==> src/rtl/ldm_host_loader.sv <==
// Host-side LDM sequencer: streams a preload into the core's local data memory,
// runs the core through its start/complete handshake, then streams a result region back out.
module ldm_host_loader #(
  parameter int DATA_BITS = 64,
  parameter int CNT_BITS  = 16,
  parameter int RD_LAT    = 1
) (
  input  logic                 CLK,
  input  logic                 RST,
  input  logic                 go_in,
  input  logic [DATA_BITS-1:0] load_base_in,
  input  logic [CNT_BITS-1:0]  load_count_in,
  input  logic [DATA_BITS-1:0] rd_base_in,
  input  logic [CNT_BITS-1:0]  rd_count_in,
  input  logic                 s_valid_in,
  input  logic [DATA_BITS-1:0] s_data_in,
  output logic                 s_ready_out,
  output logic                 m_valid_out,
  output logic [DATA_BITS-1:0] m_data_out,
  input  logic                 m_ready_in,
  output logic [DATA_BITS-1:0] LDM_dina_out_64,
  output logic [DATA_BITS-1:0] LDM_addra_out_64,
  output logic [7:0]           LDM_wea_out,
  input  logic [DATA_BITS-1:0] LDM_douta_in_64,
  output logic                 start_out,
  input  logic                 complete_in,
  output logic                 busy_out,
  output logic                 done_out
);

  typedef enum logic [2:0] {S_IDLE, S_LOAD, S_RUN, S_DRAIN, S_DONE} state_t;

  state_t state, state_nxt;

  logic [DATA_BITS-1:0] load_base, rd_base;
  logic [CNT_BITS-1:0]  load_cnt, rd_cnt;
  logic [CNT_BITS-1:0]  idx, k, ocnt;
  logic [RD_LAT-1:0]    pipe, pipe_nxt;
  logic [1:0]           occ;
  logic                 wr_ptr, rd_ptr;
  logic [DATA_BITS-1:0] fifo [2];
  logic [7:0]           wea_q;
  logic [DATA_BITS-1:0] addr_q, dina_q;
  logic                 go_acc, s_hs, push, pop, issue, last_load, last_pop;

  function automatic logic [DATA_BITS-1:0] word_addr(input logic [DATA_BITS-1:0] base,
                                                     input logic [CNT_BITS-1:0]  i);
    return base + ({{(DATA_BITS-CNT_BITS){1'b0}}, i} << 3);
  endfunction

  function automatic int n_inflight(input logic [RD_LAT-1:0] p);
    int n;
    n = 0;
    for (int i = 0; i < RD_LAT; i++) n += int'(p[i]);
    return n;
  endfunction

  assign go_acc      = (state == S_IDLE) && go_in;
  assign s_ready_out = (state == S_LOAD);
  assign s_hs        = s_valid_in && s_ready_out;
  assign push        = pipe[RD_LAT-1];
  assign m_valid_out = (occ != 2'd0);
  assign pop         = m_valid_out && m_ready_in;
  assign last_load   = s_hs && (idx == load_cnt - CNT_BITS'(1));
  assign last_pop    = pop && (ocnt == rd_cnt - CNT_BITS'(1));

  // A word popped this cycle frees its slot at the same edge, so it is credited
  // back; that keeps one read per cycle in flight without ever overfilling the FIFO.
  assign issue = (state == S_DRAIN) && (k < rd_cnt) &&
                 ((int'(occ) + n_inflight(pipe)) < (2 + int'(pop)));

  always_comb begin
    pipe_nxt    = pipe << 1;
    pipe_nxt[0] = issue;
  end

  always_comb begin
    state_nxt = state;
    unique case (state)
      S_IDLE:  if (go_in) state_nxt = (load_count_in != '0) ? S_LOAD : S_RUN;
      S_LOAD:  if (last_load) state_nxt = S_RUN;
      S_RUN:   if (complete_in) state_nxt = (rd_cnt != '0) ? S_DRAIN : S_DONE;
      S_DRAIN: if (last_pop) state_nxt = S_DONE;
      S_DONE:  state_nxt = S_IDLE;
      default: state_nxt = S_IDLE;
    endcase
  end

  assign start_out        = (state == S_RUN);
  assign busy_out         = (state != S_IDLE);
  assign done_out         = (state == S_DONE);
  assign LDM_wea_out      = wea_q;
  assign LDM_dina_out_64  = dina_q;
  assign LDM_addra_out_64 = (state == S_DRAIN) ? word_addr(rd_base, k) : addr_q;
  assign m_data_out       = m_valid_out ? fifo[rd_ptr] : '0;

  // Configuration and FIFO storage: data only, qualified by go/push
  always_ff @(posedge CLK) begin
    if (go_acc) begin
      load_base <= load_base_in;
      load_cnt  <= load_count_in;
      rd_base   <= rd_base_in;
      rd_cnt    <= rd_count_in;
    end
    if (push) fifo[wr_ptr] <= LDM_douta_in_64;
  end

  // Sequencer state, counters, LDM write port and FIFO bookkeeping
  always_ff @(posedge CLK or negedge RST) begin
    if (!RST) begin
      state  <= S_IDLE;
      idx    <= '0;
      k      <= '0;
      ocnt   <= '0;
      pipe   <= '0;
      occ    <= 2'd0;
      wr_ptr <= 1'b0;
      rd_ptr <= 1'b0;
      wea_q  <= 8'h00;
      addr_q <= '0;
      dina_q <= '0;
    end else begin
      state <= state_nxt;
      wea_q <= s_hs ? 8'hFF : 8'h00;
      if (s_hs) begin
        addr_q <= word_addr(load_base, idx);
        dina_q <= s_data_in;
        idx    <= idx + CNT_BITS'(1);
      end
      if (issue) k <= k + CNT_BITS'(1);
      if (pop) ocnt <= ocnt + CNT_BITS'(1);
      if (go_acc) begin
        idx  <= '0;
        k    <= '0;
        ocnt <= '0;
      end
      pipe <= pipe_nxt;
      occ  <= occ + {1'b0, push} - {1'b0, pop};
      if (push) wr_ptr <= ~wr_ptr;
      if (pop) rd_ptr <= ~rd_ptr;
    end
  end

endmodule
==> config.mk <==
export PLATFORM = sky130hd
export DESIGN_NAME = ldm_host_loader
export DESIGN_NICKNAME = d
export VERILOG_FILES = /design/src/rtl/ldm_host_loader.sv
export SDC_FILE = /design/constraint.sdc
export NUM_CORES = 1
export LEC_CHECK = 0
export ABC_AREA = 1
export BUFFER_PORTS_ARGS = -buffer_cell sky130_fd_sc_hd__buf_2
export CORE_UTILIZATION = 45
export DETAILED_ROUTE_END_ITERATION = 10
export PLACE_DENSITY = 0.7
export SLEW_MARGIN = 20
export SYNTH_ARGS = -nofsm -noshare
export SYNTH_HDL_FRONTEND = slang
export SYNTH_SLANG_ARGS = --single-unit
==> constraint.sdc <==
create_clock -name CLK -period 5.55 [get_ports CLK]
set_input_delay 0.8325 -clock CLK [delete_from_list [all_inputs] [get_ports CLK]]
set_output_delay 0.8325 -clock CLK [all_outputs]
set_load 0.05 [all_outputs]
==> impl_results.md <==
* Vias per cell at 5.23
* Layout cell share with drive strength beyond 1 at approximately a fifth
* Crit path capture: LDM_addra_out_64[47]
* TritonCTS Buffers at between 50 and 60
* VDD IR max at 0.584 mV
* Critical path endpoint category: primary output
* Hold Crit Class: primary input to async pin
* Sinks on Clock Net at 473
* Max-Slew Margin vs Limit at between 30% and 40%
* Maximum fanout along the worst path at 4
* Synth warn at 0
* Core box area at around 54,000 um2
* Antenna-violating nets left at 0
* Status: finished, violations left
* R2R Path Start: state[2]
* Port buffer count at 498
* Layout area overhead at 20.3%
* # rows at 85
* GPL Wtd Cong at approximately 1
* Commonest non-fill, non-tap cells in the layout: nand2_1 (886), buf_2 (497), edfxtp_1 (288)
* Gr ovfl total at 0
* DRT iter0 DRCs at approximately 1,900
* FF-to-FF End: idx[14]
* Most common cell after layout, fill and taps aside: nand2_1
* Routed Wire Length at 76.5 mm
* Ys async rst share at between 30% and 40%
* Cts hold-fix bufs at 0
* Drt pass-1 iters at 9
* Worst-Skew Late Latency at 620 ps
* Cell Pwr Density at about 580 nW/um2
* Critical path class: flop to primary output
* Syn Inst Count at 2,790
* Avg Cell Area, Syn at approximately 8.8 um2
* Fin crit share at 84.1%
* Failing checks: DRC
* Setup Buffers After CTS at 0
* Post-route cell area at ~29,000 um2
* H-tree depth at 2
* Initial antenna violation count at 8
* Fmax at ~210 MHz
* Worst r2r path cells at 10
* Worst hold slack at ~350 ps
* Max_cap viols at 0
* First-pass GRT wire length at ~120 mm
* Placed cell areas at ~28,000 um2
* Synthesized Nets at ~3,100
* Via count at about 21,000
* Clock Pin Slew Worst Setup and Hold Paths at 50 ps
* R2r setup slk at 2220 ps
* Drt drc at 2
* Endpoints failing hold at 0
* Post-CTS sizing at 0
* Post-synthesis sequential area ratio at between 50% and 60%
* Final Setup Violations at 0
* Sum Neg Setup Slack at 0 ps
* Minimum clock period at around 4700 ps
* CTS Root Cell: clkbuf_16
* GRT Overall Usage at 27.2%
* Die Ht at 235 um
* CP Launch Point: k[0]
* Ports at between 400 and 500
* Leakage power at approximately 13 nW
* Unrepaired setup endpoints after global routing: no
* Maximum clock path buffer count at 3
* Slew Limit Fails at 0
* Post-DP HPWL at slightly below 60 mm
* Actual slew at the worst max-slew pin at 968 ps
* Yosys reg bits at roughly 470
* Avg WL per Cell at 19.0 um
* Nets at 3,630
* CTS tree: yes
* Number of synthesized flops with an enable pin at 288
* Top FF cell, synth: edfxtp_1
* CP Data Required Time at 4720 ps
* Netlist cell types at 56
* CP arrival at 3830 ps
* Die X at 235 um
* Starting Density at a little under half
* Final core utilization at around 55%
* Clk_skew at roughly 33 ps
* Vias in the first global route at 19,600
* Synthesized cell area at approximately 25,000 um2
* Crit path launch type: flop
* Pin count of the biggest net entering global routing at around 110
* Die area at between 50,000 and 60,000 um2
-- registers in the layout, summed over array words and instances, names as in the netlist --
name and count:
state 3, k 16, LDM_dina_out_64 64, rd_cnt 16, wr_ptr 1, occ 2, load_base 64, rd_ptr 1
LDM_wea_out 1, fifo 128, idx 16, addr_q 64, rd_base 64, load_cnt 16, pipe 1, ocnt 16
-- worst min-delay path by stage --
stage | end | slack, ps | depth (start not counted)
6_report | LDM_dina_out_64[53] | 350 | 1
3_3_place_gp | addr_q[0] | 440 | 2
4_1_cts | rd_base[29] | 350 | 1
3_5_place_dp | addr_q[1] | 450 | 2
5_1_grt | load_base[14] | 360 | 1
2_1_floorplan | addr_q[0] | 430 | 2
-- kinds of logic (layout without fill, tap and decap cells) --
family / after synthesis / after routing / share of synthesized area, %
buffers and inverters: 342 / 873 / 5.41
AO/OA/AOI/OAI: 343 / 343 / 7.57
XOR/XNOR: 126 / 126 / 4.50
AND/OR/NAND/NOR: 1448 / 1448 / 25.3
adder cells (fa/ha/maj): 58 / 58 / 3.02
flip-flops: 473 / 473 / 54.2
other: 0 / 6 / 0
-- worst max-delay path, cell delays in order (launching register included) --
cell,delay [ps]
dfrtp_1,390
ha_1,230
inv_1,110
fa_1,450
inv_1,100
nand3_1,80
nand2_1,160
a21oi_1,140
o21ai_0,470
nand3b_1,130
o21ai_0,220
xor2_1,260
nand2_1,90
nand2_1,120
buf_2,280
-- power by group --
part,internal [mW],switching (mW)
combinational,1.70,6.32
clock,2.09,1.47
sequential,4.80,0.605
-- cell usage after synthesis, types with 2 or more instances --
library cell,count,area share [%]
a211oi_1,4,0.12
a21boi_0,4,0.12
a21o_1,8,0.24
a21oi_1,132,2.7
a221oi_1,2,0.071
a31oi_1,17,0.43
and3_1,3,0.077
buf_1,9,0.14
buf_2,7,0.14
buf_4,7,0.21
clkbuf_1,52,0.80
clkinv_1,4,0.061
dfrtp_1,185,19
edfxtp_1,288,35
fa_1,2,0.16
ha_1,56,2.9
inv_1,251,3.8
inv_2,11,0.17
nand2_1,886,14
nand2_2,6,0.15
nand2_4,5,0.23
nand3_1,130,2.7
nand3_2,4,0.16
nand3b_1,7,0.21
nand4_1,58,1.5
nor2_1,224,3.4
nor2_2,12,0.31
nor2_4,7,0.32
nor3_1,57,1.2
nor3_2,4,0.16
nor3b_2,2,0.10
nor4_1,24,0.61
nor4_2,3,0.15
o211ai_1,4,0.12
o21a_1,5,0.15
o21ai_0,133,2.7
o21ai_1,21,0.43
o21ai_2,3,0.11
o21bai_1,4,0.12
or2_1,2,0.051
or2_2,8,0.20
xnor2_1,42,1.5
xor2_1,84,3.0
-- per-layer routing --
| layer | GRT usage (%) | vias up | part of all wire, % |
|---|---|---|---|
| li1 | - | 10200 | - |
| met1 | 38.2 | 9880 | 44 |
| met5 | 0 | - | 0.017 |
| met3 | 5.64 | 116 | 8.0 |
| met4 | 8.62 | 2 | 2.6 |
| met2 | 42.3 | 797 | 46 |
-- metrics by stage --
stage	power, mW	cells	setup WS, ps
after global placement	13.4	3921	1660
final	17.0	4023	883
after floorplan	11.1	2790	1730
after global routing	17.8	4023	633
after CTS	17.0	4017	877
after detailed placement	13.5	3921	1570
-- cell type report --
cell class / instances / area (um2)
flip-flops and latches: 473 / 13300
clock inverters: 23 / 313
inverters: 266 / 1010
fillers: 4935 / 24300
multi-input cells: 1975 / 9930
clock buffers: 73 / 1460
well taps: 696 / 871
repair buffers: 511 / 2610
diodes: 6 / 15.0
No activity file was read; power rests on OpenSTA's default activity.
